--- config.mk ---
export PLATFORM = sky130hd
export DESIGN_NAME = color_serializer
export DESIGN_NICKNAME = d
export VERILOG_FILES = /design/src/rtl/color_serializer.sv
export SDC_FILE = /design/constraint.sdc
export NUM_CORES = 1
export LEC_CHECK = 0
export ABC_AREA = 1
export CAP_MARGIN = 20
export CORE_ASPECT_RATIO = 2
export CORE_MARGIN = 2
export CORE_UTILIZATION = 53
export DETAILED_ROUTE_END_ITERATION = 8
export PLACE_DENSITY = 0.8
export SKIP_CTS_REPAIR_TIMING = 1
export SYNTH_ARGS = -nofsm -noshare
export SYNTH_HDL_FRONTEND = slang
export SYNTH_SLANG_ARGS = --single-unit
--- constraint.sdc ---
create_clock -name clk -period 2 [get_ports clk]
set_input_delay 0.2 -clock clk [delete_from_list [all_inputs] [get_ports clk]]
set_output_delay 0.2 -clock clk [all_outputs]
set_load 0.02 [all_outputs]
--- src/rtl/color_serializer.sv ---
// color_serializer: latches an RGB colour on start and streams it out one
// 4-bit digit per valid/ready handshake, with optional idle gaps between digits.
module color_serializer #(
  parameter int unsigned NIBBLES   = 6,
  parameter int unsigned GAP       = 0,
  parameter bit          MSB_FIRST = 1'b1
) (
  input  logic                   clk,
  input  logic                   reset,
  input  logic [4*NIBBLES-1:0]   color,
  input  logic                   start,
  input  logic                   abort,
  input  logic                   ready,
  output logic [3:0]             nibble,
  output logic                   valid,
  output logic [2:0]             index,
  output logic                   busy,
  output logic                   done
);

  localparam int unsigned DATA_W = 4 * NIBBLES;
  localparam int unsigned IDX_W  = 3;
  localparam int unsigned GAP_W  = 8;

  typedef enum logic [1:0] {
    S_IDLE,
    S_SEND,
    S_GAP,
    S_DONE
  } state_t;

  state_t              state, state_d;
  logic [DATA_W-1:0]   shreg, shreg_d;
  logic [IDX_W-1:0]    index_d;
  logic [GAP_W-1:0]    gap_cnt, gap_cnt_d;
  logic [3:0]          nibble_d;
  logic                valid_d;
  logic                busy_d;
  logic                done_d;
  logic                accept;
  logic [DATA_W-1:0]   shreg_next;

  // Digit currently at the head of the shift register for the chosen order.
  function automatic logic [3:0] head(input logic [DATA_W-1:0] s);
    if (MSB_FIRST) return s[DATA_W-1 -: 4];
    else           return s[3:0];
  endfunction

  // Shift register after the head digit has been consumed.
  function automatic logic [DATA_W-1:0] advance(input logic [DATA_W-1:0] s);
    if (MSB_FIRST) return s << 4;
    else           return s >> 4;
  endfunction

  assign accept     = valid & ready;
  assign shreg_next = advance(shreg);

  // State register and registered outputs; reset dominates all inputs.
  always_ff @(posedge clk) begin
    if (!reset) begin
      state   <= S_IDLE;
      shreg   <= '0;
      index   <= '0;
      gap_cnt <= '0;
      nibble  <= '0;
      valid   <= 1'b0;
      busy    <= 1'b0;
      done    <= 1'b0;
    end else begin
      state   <= state_d;
      shreg   <= shreg_d;
      index   <= index_d;
      gap_cnt <= gap_cnt_d;
      nibble  <= nibble_d;
      valid   <= valid_d;
      busy    <= busy_d;
      done    <= done_d;
    end
  end

  // Next-state and next-output logic.
  always_comb begin
    state_d   = state;
    shreg_d   = shreg;
    index_d   = index;
    gap_cnt_d = gap_cnt;
    nibble_d  = 4'h0;
    valid_d   = 1'b0;
    done_d    = 1'b0;

    case (state)
      S_IDLE: begin
        index_d = '0;
        if (start && !abort) begin
          shreg_d  = color;
          state_d  = S_SEND;
          valid_d  = 1'b1;
          nibble_d = head(color);
        end
      end

      S_SEND: begin
        // Hold the presented digit until the consumer takes it.
        valid_d  = 1'b1;
        nibble_d = nibble;
        if (accept) begin
          if (index == IDX_W'(NIBBLES - 1)) begin
            state_d  = S_DONE;
            valid_d  = 1'b0;
            nibble_d = 4'h0;
            done_d   = 1'b1;
          end else begin
            shreg_d = shreg_next;
            index_d = index + IDX_W'(1);
            if (GAP == 0) begin
              nibble_d = head(shreg_next);
            end else begin
              state_d   = S_GAP;
              gap_cnt_d = GAP_W'(GAP - 1);
              valid_d   = 1'b0;
              nibble_d  = 4'h0;
            end
          end
        end
      end

      S_GAP: begin
        // Counter reaching zero marks the last idle cycle.
        if (gap_cnt == '0) begin
          state_d  = S_SEND;
          valid_d  = 1'b1;
          nibble_d = head(shreg);
        end else begin
          gap_cnt_d = gap_cnt - GAP_W'(1);
        end
      end

      S_DONE: begin
        state_d = S_IDLE;
        index_d = '0;
      end

      default: begin
        state_d = S_IDLE;
        index_d = '0;
      end
    endcase

    // Abort cancels any active transfer and discards the latched colour.
    if (abort && (state != S_IDLE)) begin
      state_d   = S_IDLE;
      shreg_d   = '0;
      index_d   = '0;
      gap_cnt_d = '0;
      nibble_d  = 4'h0;
      valid_d   = 1'b0;
      done_d    = 1'b0;
    end

    busy_d = (state_d != S_IDLE);
  end

endmodule

==> results of run 1 <==
[final cells by class]
| class | count | area, um^2 | area share, % |
|---|---|---|---|
| inverters | 30 | 124 | 4.37 |
| repair inverters | 1 | 7.51 | 0.265 |
| well taps | 54 | 67.6 | 2.39 |
| clock inverters | 2 | 35.0 | 1.24 |
| repair buffers | 43 | 418 | 14.8 |
| flip-flops and latches | 44 | 881 | 31.1 |
| clock buffers | 6 | 72.6 | 2.56 |
| multi-input cells | 257 | 1230 | 43.3 |
[routing by layer]
layer,share of wire [%],vias to the layer above
met3,4.2,9
li1,-,1158
met1,43,1052
met5,0,-
met4,2.0,0
met2,51,63
[flip-flops by register name (all words and copies together) (netlist names)]
signal and count:
busy 1, gap_cnt 8, shreg 24, nibble 4, done 1, index 3, state 2, valid 1
[worst reg2reg max path, cell delays in order, from the launching register on]
cell and delay [ns]:
dfxtp_1 0.39, inv_1 0.11, ha_2 0.29, o21ai_4 0.29
buf_4 0.33, nor2_1 0.09, nand3_1 0.11, nand2_1 0.08
[stage by stage]
stage | hold WS [ns] | setup slack (ns)
after detailed placement | 0.455 | 0.0868
after global placement | 0.453 | 0.194
after CTS | 0.467 | 0.0755
after floorplan | 0.356 | 0.479
after global routing | 0.487 | 0.0184
final | 0.467 | 0.186
[cell families after synthesis]
family	count (synthesis)	synth area share [%]
AND/OR/NAND/NOR	192	34.0
AO/OA/AOI/OAI	56	13.5
buffers and inverters	46	9.94
flip-flops	44	38.0
adder cells (fa/ha/maj)	7	3.78
XOR/XNOR	2	0.756
[layout by cell type, fill, tap and decap left out, types with 2 or more instances in the layout]
cell type / count
nor2_1: 52
buf_4: 5
nand2_1: 108
dfxtp_1: 44
nand2_2: 4
clkinvlp_4: 2
inv_1: 27
o21ai_1: 6
a21oi_1: 19
o21ai_0: 23
clkbuf_8: 5
clkdlybuf4s50_1: 38
o21ai_4: 2
nor2_2: 2
ha_1: 6
a21oi_2: 4
nand3_1: 19
nand4_1: 2
[synth_stat cells, drive strengths merged]
library cell	number	area share (%)
nor3b	1	0.32
a21oi	23	5.6
buf	12	4.3
ha	7	3.8
nor2	55	9.5
clkbuf	4	0.65
nand2	113	19
dfxtp	44	38
o211ai	1	0.32
xnor2	1	0.38
nand3	19	4.1
inv	30	5.0
nor3	1	0.22
nand4	2	0.54
xor2	1	0.38
o21a	1	0.32
nand3b	1	0.32
o21ai	31	7.2
[worst paths after layout]
check	from	to	slack [ns]	depth (start not counted)
setup / recovery	state[0]	busy	0.19	7
hold / removal	nibble[1]	nibble[1]	0.47	2
setup reg to reg	state[0]	busy	0.19	7
hold reg to reg	nibble[1]	nibble[1]	0.47	2
[power by group]
group / total, mW / internal [mW] / switching (mW)
registers: 1.00 / 0.953 / 0.0471
clock network: 0.675 / 0.371 / 0.304
logic: 0.537 / 0.207 / 0.330
total: 2.21 / 1.53 / 0.681
==> impl_metrics.json, run 1 <==
{
  "status": "completed",
  "tightest_slew_ns": 0.475,
  "clkTransAtPathRegs_ns": 0.08,
  "path_max_fanout": 20,
  "antenna_found_initial": 0,
  "syn_area_mm2": 0.00232,
  "dp_hpwl_um": 3630,
  "grt_util_met3_pct": 4.00,
  "grtUsageMet2_pct": 38.3,
  "syn_area_per_cell_um2": 6.67,
  "cts_buffer_depth": 2,
  "grt_use_total_pct": 21.9,
  "total_leakage_power_nw": 1.21,
  "cts_max_level": 2,
  "core-area_mm2": 0.00425,
  "clock_skew_ns": 0.0108,
  "crit_type": "reg2reg",
  "final_core_util_pct": 66.6,
  "cp_cell_sequence": "inv_1 -> ha_2 -> o21ai_4 -> buf_4 -> nor2_1 -> nand3_1 -> nand2_1",
  "layout-drive-gt1-share_pct": 8.09,
  "max_stage_delay_ns": 0.39,
  "crit_required_ns": 2.18,
  "peakVddDrop_uv": 563,
  "dieHeight_um": 97.5,
  "fp.dieW_um": 50.7,
  "critPathSlowestCell": "dfxtp_1",
  "syn_inst": 347,
  "fin_crit_ns": 1.81,
  "ios": 39,
  "setup_viol": 0,
  "cp.arrival_ns": 2.00,
  "avgViaCountPerCell": 5.22,
  "ys_seq_elements": 44,
  "placed_area_mm2": 0.00269,
  "cp_top_family": "buffers and inverters",
  "row_count": 34,
  "ant_nets": 0,
  "routedWlPerCell_um": 12.2,
  "cts_buffers": 5,
  "crit_path_start_kind": "flip-flop",
  "cts_root_buf": "clkbuf_8",
  "gp_congestion": 0.839,
  "layoutNonFillerInstCount": 437,
  "cts_tree": "done",
  "timing.setup.tns_ns": 0,
  "hold_path_class": "reg2reg",
  "met1_usage_pct": 25.8,
  "grt_pass1_wl_um": 8640,
  "slew_violations": 0,
  "synth_cell_types": 30,
  "hold_viol": 0,
  "grt-ovfl-total": 0,
  "total_power_mw": 2.21,
  "slew_headroom_pct": 68.0,
  "grt_max_degree": 26,
  "io_buffers": 38,
  "rsz0062_at_grt": "false",
  "drc": 0,
  "ys_seq_area_share_pct": 38.0,
  "crit_path_end_kind": "flip-flop",
  "area_delta_synth_final_pct": 22.3,
  "drtPass1Iterations": 5,
  "crit_buf_inv": 2,
  "worstSkewPairLatency_ns": 0.30,
  "grt_pass1_vias": 2066,
  "dpl.cell_count": 428,
  "max-cap-violations": 0,
  "n_fill_cell": 387,
  "num_vias": 2282,
  "yosysWarningCount": 0,
  "drt_wl_total_um": 5350,
  "syn_nets": 383,
  "finalCritPeriodShare_pct": 90.7,
  "antenna_cells": 0,
  "final_nets": 418,
  "start_util_pct": 54.4,
  "busiest_layer": "met2",
  "final_area_mm2": 0.00283,
  "drt_iter0_drc": 36,
  "max_freq_ghz": 0.551,
  "power_density_mw_per_mm2": 781,
  "cts.sink_count": 44,
  "die-area_mm2": 0.00495
}
No activity file was read; power rests on OpenSTA's default activity.
==> run 2, diff against run 1 <==
--- a/config.mk
+++ b/config.mk
@@ -9,9 +9,9 @@
 export CAP_MARGIN = 20
 export CORE_ASPECT_RATIO = 2
 export CORE_MARGIN = 2
-export CORE_UTILIZATION = 53
+export CORE_UTILIZATION = 45
 export DETAILED_ROUTE_END_ITERATION = 8
-export PLACE_DENSITY = 0.8
+export PLACE_DENSITY = 0.69
 export SKIP_CTS_REPAIR_TIMING = 1
 export SYNTH_ARGS = -nofsm -noshare
 export SYNTH_HDL_FRONTEND = slang
==> run 2 against run 1 <==
Against the previous run: setup slack gained 0.14 ns; critical path type unchanged; largest cell class unchanged; flip-flop and latch count is the same; clock power shrank 13%.
==> impl_metrics.json, run 2 (synthesis results as in run 1) <==
{
  "status": "completed",
  "finalCritPeriodShare_pct": 83.6,
  "start_util_pct": 45.9,
  "avgViaCountPerCell": 4.93,
  "setup_viol": 0,
  "io_buffers": 38,
  "regMostFlops": "shreg",
  "grt_pass1_wl_um": 8510,
  "antenna_cells": 0,
  "drt_wl_total_um": 5160,
  "timing.setup.tns_ns": 0,
  "cts_buffer_depth": 2,
  "critPathLaunch": "state[1]",
  "reg_top3": "shreg: 24 flops, gap_cnt: 8 flops, nibble: 4 flops",
  "cts_buffers": 5,
  "cts_tree": "done",
  "worstSkewPairLatency_ns": 0.30,
  "die-area_mm2": 0.00577,
  "antenna_found_initial": 0,
  "cts.sink_count": 44,
  "crit_required_ns": 2.24,
  "max-cap-violations": 0,
  "cts_max_level": 2,
  "grt_use_total_pct": 19.7,
  "drt_iter0_drc": 55,
  "hold_path_class": "reg2reg",
  "drc": 0,
  "drtPass1Iterations": 4,
  "path_max_fanout": 24,
  "crit_path_start_kind": "flip-flop",
  "num_vias": 2177,
  "final_cell_mix": "nand2_1 (108), nor2_1 (52), dfxtp_1 (44)",
  "hold_viol": 0,
  "core-area_mm2": 0.00505,
  "fin_crit_ns": 1.67,
  "grt-ovfl-total": 0,
  "dp_hpwl_um": 3600,
  "rsz0062_at_grt": "false",
  "cp.arrival_ns": 1.91,
  "routedWlPerCell_um": 11.7,
  "grt_max_degree": 27,
  "layout-drive-gt1-share_pct": 7.81,
  "largest_reg_flops": 24,
  "ios": 39,
  "fp.dieW_um": 54.7,
  "tightest_slew_ns": 0.599,
  "slew_violations": 0,
  "area_delta_synth_final_pct": 21.4,
  "ant_nets": 0,
  "slew_headroom_pct": 60.0,
  "r2r-start": "state[1]",
  "power_density_mw_per_mm2": 753,
  "dieHeight_um": 105,
  "max_freq_ghz": 0.598,
  "row_count": 37,
  "total_leakage_power_nw": 1.23,
  "gp_congestion": 0.877,
  "hp-start": "nibble[2]",
  "peakVddDrop_uv": 577,
  "final_common_cell": "nand2_1",
  "crit_path_end_kind": "flip-flop",
  "final_nets": 419,
  "clkTransAtPathRegs_ns": 0.08,
  "clock_skew_ns": 0.0103,
  "grt_pass1_vias": 1998,
  "holdWs_ns": 0.472,
  "cts_root_buf": "clkbuf_8",
  "crit_type": "reg2reg"
}
==> run 2: worst max-delay path, cell delays in order, from the launching register on <==
cell and delay, ns:
dfxtp_1 0.37, inv_1 0.08, ha_1 0.27, inv_2 0.13, o21ai_1 0.07, inv_1 0.13, nand2_4 0.09, inv_4 0.21
o21ai_0 0.12, nor2_1 0.12
==> run 2: routing by layer <==
| layer | routed length [um] | global-route usage (%) | vias to the layer above |
|---|---|---|---|
| li1 | - | - | 1159 |
| met5 | 0 | 0 | - |
| met1 | 2330 | 25.1 | 962 |
| met4 | 102 | 8.57 | 0 |
| met3 | 259 | 3.68 | 6 |
| met2 | 2470 | 31.0 | 50 |
==> run 2: worst paths after layout <==
check | cells after the start | to | slack [ns]
min | 2 | nibble[2] | 0.47
max reg2reg | 9 | shreg[2] | 0.33
max | 9 | shreg[2] | 0.33
min reg2reg | 2 | nibble[2] | 0.47
==> run 2: per-stage QoR <==
| step | instance area, um^2 | total power [mW] | util, % | setup WS [ns] | instances |
|---|---|---|---|---|---|
| detailed placement | 2720 | 1.55 | 53.9 | 0.235 | 434 |
| global route | 2810 | 2.23 | 55.7 | 0.135 | 442 |
| finish | 2810 | 2.12 | 55.7 | 0.327 | 442 |
| global placement | 2720 | 1.53 | 53.9 | 0.298 | 434 |
| CTS | 2810 | 2.13 | 55.7 | 0.327 | 442 |
| floorplan | 2320 | 1.39 | - | 0.479 | 347 |
==> run 2: area by class of cell <==
cell class / instances / area, um^2
clock buffer: 6 / 82.6
clock inverter: 2 / 10.0
fill: 512 / 2230
inverter: 30 / 115
multi-input combinational: 257 / 1200
sequential: 44 / 881
tap: 58 / 72.6
timing repair buffer: 45 / 445
==> run 2: power breakdown <==
group / leakage [nW] / switching (mW) / internal [mW]
clock network: 0.0510 / 0.314 / 0.276
logic: 0.818 / 0.316 / 0.212
registers: 0.359 / 0.0453 / 0.953
total: 1.23 / 0.675 / 1.44
